## src/rtl/rr_decode_arbiter.sv

```systemverilog
// rtl/rr_decode_arbiter.sv - round-robin arbiter with registered index and 2:4 decoded one-hot grant
// Optional grant timeout compiled in with `define ARB_TIMEOUT_EN (HOLD_MAX bounds grant length).
module rr_decode_arbiter #(
    parameter int HOLD_MAX = 8
) (
    input  logic       clk,
    input  logic       rst_n,
    input  logic [3:0] req,
    output logic [3:0] gnt,
    output logic [1:0] gnt_idx,
    output logic       gnt_vld,
    output logic       timeout
);

    typedef enum logic [1:0] {
        IDLE = 2'd0,
        BUSY = 2'd1,
        GAP  = 2'd2
    } state_t;

    if (HOLD_MAX < 2) begin : g_bad_hold_max
        $error("rr_decode_arbiter: HOLD_MAX must be >= 2");
    end

    state_t     state_q, state_d;
    logic [1:0] ptr_q, ptr_d;
    logic [1:0] gnt_idx_q, gnt_idx_d;
    logic       gnt_vld_q, gnt_vld_d;
    logic [1:0] pick;
    logic [1:0] cand;
    logic       hold_expired;

`ifdef ARB_TIMEOUT_EN
    localparam int CNT_W = $clog2(HOLD_MAX + 1);
    localparam logic [CNT_W-1:0] CNT_LAST = CNT_W'(HOLD_MAX - 1);

    logic [CNT_W-1:0] cnt_q, cnt_d;
    logic             timeout_q, timeout_d;

    assign hold_expired = (cnt_q == CNT_LAST);
    assign timeout      = timeout_q;

    // Cleared while idle so every new grant starts counting from zero.
    always_comb begin
        cnt_d     = cnt_q;
        timeout_d = 1'b0;
        if (state_q == IDLE) begin
            cnt_d = '0;
        end else if (state_q == BUSY) begin
            if (cnt_q != CNT_LAST) begin
                cnt_d = cnt_q + 1'b1;
            end
            timeout_d = req[gnt_idx_q] & hold_expired;
        end
    end

    always_ff @(posedge clk or negedge rst_n) begin
        if (!rst_n) begin
            cnt_q     <= '0;
            timeout_q <= 1'b0;
        end else begin
            cnt_q     <= cnt_d;
            timeout_q <= timeout_d;
        end
    end
`else
    assign hold_expired = 1'b0;
    assign timeout      = 1'b0;
`endif

    // Walk from ptr+3 down to ptr so the requester closest to ptr wins.
    always_comb begin
        pick = ptr_q;
        cand = ptr_q;
        for (int k = 3; k >= 0; k--) begin
            cand = ptr_q + 2'(k);
            if (req[cand]) begin
                pick = cand;
            end
        end
    end

    always_comb begin
        state_d   = state_q;
        ptr_d     = ptr_q;
        gnt_idx_d = gnt_idx_q;
        gnt_vld_d = gnt_vld_q;
        case (state_q)
            IDLE: begin
                if (|req) begin
                    gnt_idx_d = pick;
                    gnt_vld_d = 1'b1;
                    state_d   = BUSY;
                end
            end
            BUSY: begin
                if (!req[gnt_idx_q] || hold_expired) begin
                    gnt_vld_d = 1'b0;
                    ptr_d     = gnt_idx_q + 2'd1;
                    state_d   = GAP;
                end
            end
            GAP: begin
                state_d = IDLE;
            end
            default: begin
                state_d   = IDLE;
                gnt_vld_d = 1'b0;
            end
        endcase
    end

    always_ff @(posedge clk or negedge rst_n) begin
        if (!rst_n) begin
            state_q   <= IDLE;
            ptr_q     <= 2'd0;
            gnt_idx_q <= 2'd0;
            gnt_vld_q <= 1'b0;
        end else begin
            state_q   <= state_d;
            ptr_q     <= ptr_d;
            gnt_idx_q <= gnt_idx_d;
            gnt_vld_q <= gnt_vld_d;
        end
    end

    // Grant is a pure decode of registered state, never of req.
    always_comb begin
        gnt            = 4'b0000;
        gnt[gnt_idx_q] = gnt_vld_q;
    end

    assign gnt_idx = gnt_idx_q;
    assign gnt_vld = gnt_vld_q;

endmodule
```

## config.mk

```make
export PLATFORM = sky130hd
export DESIGN_NAME = rr_decode_arbiter
export DESIGN_NICKNAME = d
export VERILOG_FILES = /design/src/rtl/rr_decode_arbiter.sv
export SDC_FILE = /design/constraint.sdc
export NUM_CORES = 1
export LEC_CHECK = 0
export CAP_MARGIN = 5
export CORE_MARGIN = 2
export CORE_UTILIZATION = 35
export CTS_CLUSTER_SIZE = 16
export DETAILED_ROUTE_END_ITERATION = 6
export GPL_ROUTABILITY_DRIVEN = 1
export PLACE_DENSITY = 0.71
export SLEW_MARGIN = 25
export SYNTH_ARGS = -nofsm -noshare
export SYNTH_HDL_FRONTEND = slang
export SYNTH_SLANG_ARGS = --single-unit
```

## constraint.sdc

```tcl
create_clock -name clk -period 2.9 [get_ports clk]
set_clock_uncertainty 0.05 [all_clocks]
set_input_delay 0.29 -clock clk [delete_from_list [all_inputs] [get_ports clk]]
set_output_delay 0.29 -clock clk [all_outputs]
set_load 0.05 [all_outputs]
```

== Word-level counts from Yosys, hierarchy flattened ==
Cells that the tools add are included.

* Bits in registers: 7
* Input port bits: 6
* Output and inout bits: 8
* Logic and storage cells: 50

* $add $sub $neg: 4
* $lt $le $gt $ge: 6
* Equality and inequality tests: 4
* Mux-type cells: 22
* Bitwise logic cells: 3
* Reductions and logical operators: 7

{| class="wikitable"
|+ Operators with widths
! kind !! number
|-
| less-than comparator 2 x 3 -> 1 bit (second input constant) || 5
|-
| 2-to-1 mux 2 bit || 6
|-
| binary-select mux 1 bit (select 2 bit) || 5
|-
| 2-to-1 mux 1 bit || 8
|-
| AND reduction 2 bit || 3
|-
| adder 2 x 1 -> 2 bit (second input constant) || 2
|-
| adder 2 bit (second input constant) || 2
|-
| bitwise AND 4 bit || 1
|-
| != test 2 bit (second input constant) || 2
|-
| case mux 2 bit (2 select lines) || 1
|-
| OR reduction 4 bit || 1
|-
| case mux 1 bit (3 select lines) || 1
|-
| AND reduction 3 bit || 1
|-
| demux 1 bit (select 2 bit) || 1
|-
| == test 2 x 1 -> 1 bit (second input constant) || 1
|-
| == test 2 bit (second input constant) || 1
|-
| >= comparator 2 x 1 -> 1 bit (second input constant) || 1
|-
| zero test 2 bit || 1
|-
| inverter 1 bit || 2
|-
| logical AND 1 bit || 1
|}

== Longest topological paths before layout ==
Gate-level depths: netlist (run 1).

* Depth in word-level cells: 7
* Mapped depth: 4
* Gate-level depth less buffers: 4

== Least setup slack after synthesis (run 1) ==
OpenSTA, ideal clock, no wires.

* Path type: register to register
* Start: reg gnt_idx_q[0], in the netlist gnt_idx[0]
* End: reg ptr_q[1]
* Setup time: 0.125 ns
* Arrival time: 1.637 ns
* Data required time: 2.725 ns
* Slack: 1.088 ns
* Stages on the path, launching flop included: 4
* Buffers on the path: 0
* Clock period less this slack: 1.812 ns
* Path through: dfrtp_1 -> mux2_4 -> o31ai_4 -> mux2_4

* Cells in the longest elaborated chain, start to end: 4
* Elaborated cells between the ends (all ways): 5
* Classes of those cells: add/sub: 1; mux: 2; bitwise: 1; reduce/logical: 1

{| class="wikitable"
|+ RTL lines
! element !! line !! RTL
|-
| start, declared || 27 || <nowiki>logic [1:0] gnt_idx_q, gnt_idx_d;</nowiki>
|-
| start signal, assigned || 122 || <nowiki>gnt_idx_q <= gnt_idx_d;</nowiki>
|-
| binary-select mux 1 bit (select 2 bit) || 97 || <nowiki>if (!req[gnt_idx_q] || hold_expired) begin</nowiki>
|-
| 2-to-1 mux 1 bit (implied by the code) || 97 ||
|-
| inverter 1 bit (no line) || -- ||
|-
| AND reduction 2 bit (no line) || -- ||
|-
| end signal, assigned || 121 || <nowiki>ptr_q <= ptr_d;</nowiki>
|-
| end, declared || 26 || <nowiki>logic [1:0] ptr_q, ptr_d;</nowiki>
|}

Parallel ways exist; a longest one is shown, timed or not. The select of a mux whose other input is x is not followed.
A chain may end at the register's enable or synchronous reset.

== Worst setup path in the final report (run 1) ==
* Start: reg gnt_idx_q[1], in the netlist gnt_idx[1]
* End: out gnt[1]

* Cells in the longest elaborated chain, start to end: 5
* Elaborated cells between the ends (all ways): 6
* Classes of those cells: order compare: 2; mux: 2; bitwise: 1; reduce/logical: 1

{| class="wikitable"
|+ RTL lines
! element !! line !! RTL
|-
| less-than comparator 2 x 3 -> 1 bit (implied by the code) / >= comparator 2 x 1 -> 1 bit (equally long branches) || 130 || <nowiki>gnt[gnt_idx_q] = gnt_vld_q;</nowiki>
|-
| logical AND 1 bit (implied by the code) || 130 ||
|-
| 2-to-1 mux 1 bit (implied by the code) || 130 ||
|-
| demux 1 bit (select 2 bit) (*) || 130 ||
|-
| bitwise AND 4 bit (no line) (*) || -- ||
|-
| end, declared || 9 || <nowiki>output logic [3:0] gnt,</nowiki>
|}

Mark *: on every way between the ends. The rest lies on a longest branch, timed or not.

==> results of run 1 <==
cell families (layout without fill, tap and decap cells):
| logic type | count (synthesis) | after routing | synth area share |
|---|---|---|---|
| buf+inv | 8 | 23 | 0.0682 |
| flops | 7 | 7 | 0.354 |
| other cells | 1 | 1 | 0.00757 |
| mux | 4 | 4 | 0.101 |
| simple gates | 14 | 14 | 0.149 |
| fa+ha+maj | 4 | 4 | 0.101 |
| compound gates | 14 | 14 | 0.220 |
routing by layer:
metal	vias up	wire length [um]	part of all wire	global-route usage
li1	210	-	-	-
met2	10	460	0.47	0.188
met1	187	453	0.46	0.149
met5	-	0	0	0
met4	0	0	0	0.0387
met3	0	70	0.071	0.0957
report_power, final:
part	total [W]	switching [W]	internal, W
sequential	0.000217	0.0000713	0.000146
clock	0.0000887	0.0000362	0.0000525
combinational	0.000490	0.000292	0.000198
layout make-up:
cell class	instances	area (sq um)
well taps	15	18.8
flip-flops and latches	7	175
multi-input cells	37	287
clock buffers	4	26.3
repair buffers	12	120
fillers	126	664
inverters	7	26.3
sequential cells by signal (all words and copies together), names as in the netlist:
name     flops
ptr_q        2
state_q      2
gnt_idx      2
gnt_vld      1
synthesized netlist by cell type, drive strengths merged:
| library cell | number |
|---|---|
| a21oi | 2 |
| o22ai | 1 |
| ha | 4 |
| and2 | 4 |
| a211o | 1 |
| conb | 1 |
| o311ai | 1 |
| mux2i | 2 |
| buf | 1 |
| nand2 | 4 |
| nor2 | 3 |
| a22oi | 1 |
| a221oi | 1 |
| inv | 7 |
| or2b | 1 |
| nand4b | 1 |
| mux2 | 2 |
| nand2b | 1 |
| o21ai | 4 |
| o31ai | 2 |
| a221o | 1 |
| dfrtp | 7 |
worst max-delay path by stage:
stage                      startpoint              endpoint  slack [ns]
2_1_floorplan  gnt_idx[0]$_DFFE_PN0P_  ptr_q[1]$_DFFE_PN0P_        1.09
3_3_place_gp   gnt_idx[1]$_DFFE_PN0P_                gnt[1]        0.92
3_5_place_dp   gnt_idx[1]$_DFFE_PN0P_                gnt[1]        0.90
4_1_cts        gnt_idx[1]$_DFFE_PN0P_                gnt[1]        0.63
5_1_grt        gnt_idx[1]$_DFFE_PN0P_                gnt[1]        0.57
6_report       gnt_idx[1]$_DFFE_PN0P_                gnt[1]        0.65
critical path, stage by stage, from the launching register on:
cell	delay, ns
dfrtp_1	0.49
inv_1	0.13
ha_1	0.14
and2_1	0.11
clkdlybuf4s50_1	0.79
per-stage QoR:
stage / cells / cell area (sq um) / hold WS (ns) / total power (W)
after CTS: 82 / 653 / 0.254 / 0.000806
final: 82 / 653 / 0.251 / 0.000796
after global placement: 78 / 627 / 0.510 / 0.000708
after detailed placement: 78 / 627 / 0.520 / 0.000712
after floorplan: 52 / 495 / -0.0556 / 0.000566
after global routing: 82 / 653 / 0.267 / 0.000853
==> results.sh, run 1 <==
export IMPL_die_y_um=41.6
export IMPL_top_level_ports=14
export IMPL_portBuffers=12
export IMPL_worst_ep_arrival_time_ns=1.91
export IMPL_yosys_area_top_type="dfrtp_1"
export IMPL_cts_htree_levels=1
export IMPL_ant_nets=0
export IMPL_grt_pass1_vias=398
export IMPL_fmax_mhz=444
export IMPL_routabilityCongestion=0.836
export IMPL_setup_worst_path_class="flip-flop to output port"
export IMPL_cts_sinks=7
export IMPL_crit_path_start_kind="flip-flop"
export IMPL_clkTransAtPathRegs_ns=0.05
export IMPL_cp_end_kind="output port"
export IMPL_cts_resized_gates=0
export IMPL_grt_ovfl_total=0
export IMPL_synth_area_top_cells="dfrtp_1 35%, ha_1 10%, mux2_4 6.1%"
export IMPL_finalSetupViolCount=0
export IMPL_syn_area_per_cell_sq_um=9.53
export IMPL_via_per_inst=4.96
export IMPL_syn_cell_area_sq_um=495
export IMPL_grt_antenna_before_repair=0
export IMPL_cellPowerDensity_nw_per_um2=1220
export IMPL_n_antenna_cell=0
export IMPL_clock_latency_ns=0.25
export IMPL_leakagePower_nw=0.303
export IMPL_ys_warn_count=0
export IMPL_cts_buffers_inserted=3
export IMPL_tritoncts="built"
export IMPL_ff2ff_setup_slack_ns=1.31
export IMPL_drive_gt1_frac=0.0896
export IMPL_routed_wl_um=984
export IMPL_vias=407
export IMPL_fin_ws_ns=0.646
export IMPL_die_w_um=41.6
export IMPL_final_cell_mix="12 x clkdlybuf4s50_1, 7 x inv_1, 7 x dfrtp_1"
export IMPL_drtPass1Iterations=3
export IMPL_yosysSeqAreaShare=0.354
export IMPL_postCtsHoldBufs=0
export IMPL_rsz0062_at_grt="no"
export IMPL_syn_nets=62
export IMPL_hold_viol=0
export IMPL_final_common_cell="clkdlybuf4s50_1"
export IMPL_initial_core_util=0.376
export IMPL_post_cts_setup_buffers=0
export IMPL_crit_fanout=9
export IMPL_netlist_area_leader_share=0.354
export IMPL_wl_per_cell_um=12.0
export IMPL_track_usage=0.130
export IMPL_slew_viol_final=0
export IMPL_dp_hpwl_um=756
export IMPL_coreArea_sq_um=1320
export IMPL_grt_pass1_wl_um=1680
export IMPL_rr_worst_depth=3
export IMPL_drv_cap=0
export IMPL_finish_utilization=0.496
export IMPL_syn2layout_area_growth_pct=31.8
export IMPL_required_ns=2.56
export IMPL_die_area_sq_um=1730
export IMPL_min_path_type="primary input to asynchronous set/reset pin"
export IMPL_final_nets=78
export IMPL_fin_setup_tns_ns=0
export IMPL_outcome="complete, no violations"
export IMPL_root_buffer="clkbuf_4"
export IMPL_grt_max_degree=10
export IMPL_cts_buffer_depth=2
export IMPL_synth_distinct_cells=23
export IMPL_peakVddDrop_uv=403
export IMPL_post_route_min_period_ns=2.25
export IMPL_pre_cts_slack_ns=0.905
export IMPL_row_count=13
export IMPL_yosys_register_bits=7
export IMPL_drtIter0Drc=8
export IMPL_syn_inst=52
export IMPL_drc=0
export IMPL_finalCritPeriodShare=0.777
export IMPL_r2r_end="ptr_q[1]$_DFFE_PN0P_"
export IMPL_r2r_start="gnt_idx[0]$_DFFE_PN0P_"
Note: power is estimated with default switching activity, not from simulation.
==> inputs of run 2 (changes only) <==
Settings changed: PLACE_DENSITY 0.71 to 0.73.
Clock period 2.9 ns to 2 ns, I/O delays scaled along.
==> run 2 against run 1 <==
First-iteration DRC count is 88% higher. Worst setup slack worse by 0.54 ns. Combinational power is 51% higher. Core utilization is 0.19 points lower. Largest power group unchanged. Sequential share of layout area is 0.10 points higher. Final area is 0.38% lower. Via count is 7.1% higher. Flip-flop and latch count stayed put. Global-route usage is 1.1 points higher.
==> results.sh, run 2 (synthesis results as in run 1) <==
export IMPL_outcome="complete, no violations"
export IMPL_critPathBufInv=1
export IMPL_cts_htree_levels=1
export IMPL_p_sw_w=0.000592
export IMPL_track_usage=0.141
export IMPL_dp_hpwl_um=809
export IMPL_p_comb_frac=0.633
export IMPL_fin_setup_tns_ns=0
export IMPL_postCtsHoldBufs=0
export IMPL_power_share_sequential=0.256
export IMPL_die_y_um=41.6
export IMPL_r2r_end="ptr_q[1]$_DFFE_PN0P_"
export IMPL_final_cell_mix="8 x clkdlybuf4s50_1, 7 x inv_1, 7 x dfrtp_1, 5 x buf_4"
export IMPL_cts_resized_gates=0
export IMPL_slew_viol_final=0
export IMPL_fmax_mhz=527
export IMPL_final_nets=79
export IMPL_fin_area_sq_um=651
export IMPL_ff2ff_setup_slack_ns=0.39
export IMPL_grt_antenna_before_repair=0
export IMPL_peakVddDrop_uv=767
export IMPL_intPower_w=0.000576
export IMPL_routabilityCongestion=0.841
export IMPL_min_path_type="primary input to asynchronous set/reset pin"
export IMPL_n_antenna_cell=0
export IMPL_wl_per_cell_um=12.5
export IMPL_clkTransAtPathRegs_ns=0.05
export IMPL_crit_path_cell_trace="clkdlybuf4s50_1"
export IMPL_die_w_um=41.6
export IMPL_finalCritPeriodShare=0.949
export IMPL_post_cts_setup_buffers=0
export IMPL_required_ns=1.75
export IMPL_top_level_ports=14
export IMPL_slowest_delay_ns=0.87
export IMPL_coreArea_sq_um=1320
export IMPL_hold_viol=0
export IMPL_switching_share=0.507
export IMPL_cellPowerDensity_nw_per_um2=1800
export IMPL_tritoncts="built"
export IMPL_row_count=13
export IMPL_drc=0
export IMPL_grt_max_degree=9
export IMPL_finalSetupViolCount=0
export IMPL_grt_ovfl_total=0
export IMPL_vias=436
export IMPL_cp_end_kind="output port"
export IMPL_cp_slowest_cell="clkdlybuf4s50_1"
export IMPL_leakagePower_nw=0.315
export IMPL_rr_worst_depth=3
export IMPL_grt_pass1_wl_um=1780
export IMPL_clkPwrFrac=0.111
export IMPL_crit_family="buffers and inverters"
export IMPL_setup_worst_path_class="flip-flop to output port"
export IMPL_clock_latency_ns=0.26
export IMPL_cts_buffer_depth=2
export IMPL_cts_sinks=7
export IMPL_syn2layout_area_growth_pct=31.3
export IMPL_routed_wl_um=1030
export IMPL_root_buffer="clkbuf_4"
export IMPL_drive_gt1_frac=0.162
export IMPL_post_route_min_period_ns=1.90
export IMPL_final_common_cell="clkdlybuf4s50_1"
export IMPL_dp_cells=79
export IMPL_cts_buffers_inserted=3
export IMPL_grt_pass1_vias=393
export IMPL_instances_no_fill=83
export IMPL_post_dp_cell_area_sq_um=624
export IMPL_r2r_start="gnt_idx[0]$_DFFE_PN0P_"
export IMPL_rsz0062_at_grt="no"
export IMPL_worst_ep_arrival_time_ns=1.65
export IMPL_via_per_inst=5.25
export IMPL_drtIter0Drc=15
export IMPL_drtPass1Iterations=4
export IMPL_crit_path_start_kind="flip-flop"
export IMPL_drv_cap=0
export IMPL_initial_core_util=0.376
export IMPL_crit_fanout=8
export IMPL_die_area_sq_um=1730
export IMPL_portBuffers=12
export IMPL_ant_nets=0
[run 2: cell types whose count changed in the layout (fill, tap and decap cells not counted)]
cell / delta
buf_4: +5
clkdlybuf4s50_1: -4
[run 2: final cells by class]
type / instances / area (sq um)
Clock buffer: 4 / 26.3
Fill cell: 113 / 667
Inverter: 7 / 26.3
Multi-Input combinational cell: 37 / 287
Sequential cell: 7 / 175
Tap cell: 15 / 18.8
Timing Repair Buffer: 13 / 118
[run 2: metrics by stage]
step                      setup slack (ns)  utilization  hold WS [ns]  power [W]
final                                0.102        0.494         0.145    0.00117
after global routing                0.0360        0.494         0.161    0.00126
after CTS                           0.0911        0.494         0.146    0.00118
after detailed placement             0.197        0.474         0.423    0.00104
after global placement               0.270        0.474         0.427    0.00104
after floorplan                      0.188            -        -0.146   0.000821
[run 2: layer usage]
metal  global-route usage  part of all wire  vias to the layer above
met5                    0                 0                        -
met4                0.110             0.028                        0
met3               0.0565             0.056                        6
met2                0.197              0.47                       15
met1                0.169              0.45                      203
li1                     -                 -                      212
[run 2: worst max path at each step]
stage / startpoint / endpoint / slack [ns] / depth (start not counted)
floorplan: gnt_idx[0]$_DFFE_PN0P_ / ptr_q[1]$_DFFE_PN0P_ / 0.19 / 3
global placement: req[0] / ptr_q[1]$_DFFE_PN0P_ / 0.27 / 4
detailed placement: req[0] / ptr_q[1]$_DFFE_PN0P_ / 0.20 / 4
CTS: gnt_idx[0]$_DFFE_PN0P_ / gnt_idx[0] / 0.09 / 1
global route: gnt_idx[0]$_DFFE_PN0P_ / gnt_idx[0] / 0.04 / 1
finish: gnt_idx[0]$_DFFE_PN0P_ / gnt_idx[0] / 0.10 / 1
[run 2: power groups by stage]
stage | clock [W] | sequential (W) | combinational, W
floorplan | 0 | 0.000394 | 0.000427
global placement | 0 | 0.000301 | 0.000734
detailed placement | 0 | 0.000300 | 0.000743
CTS | 0.000134 | 0.000299 | 0.000748
global route | 0.000141 | 0.000315 | 0.000802
finish | 0.000129 | 0.000299 | 0.000739
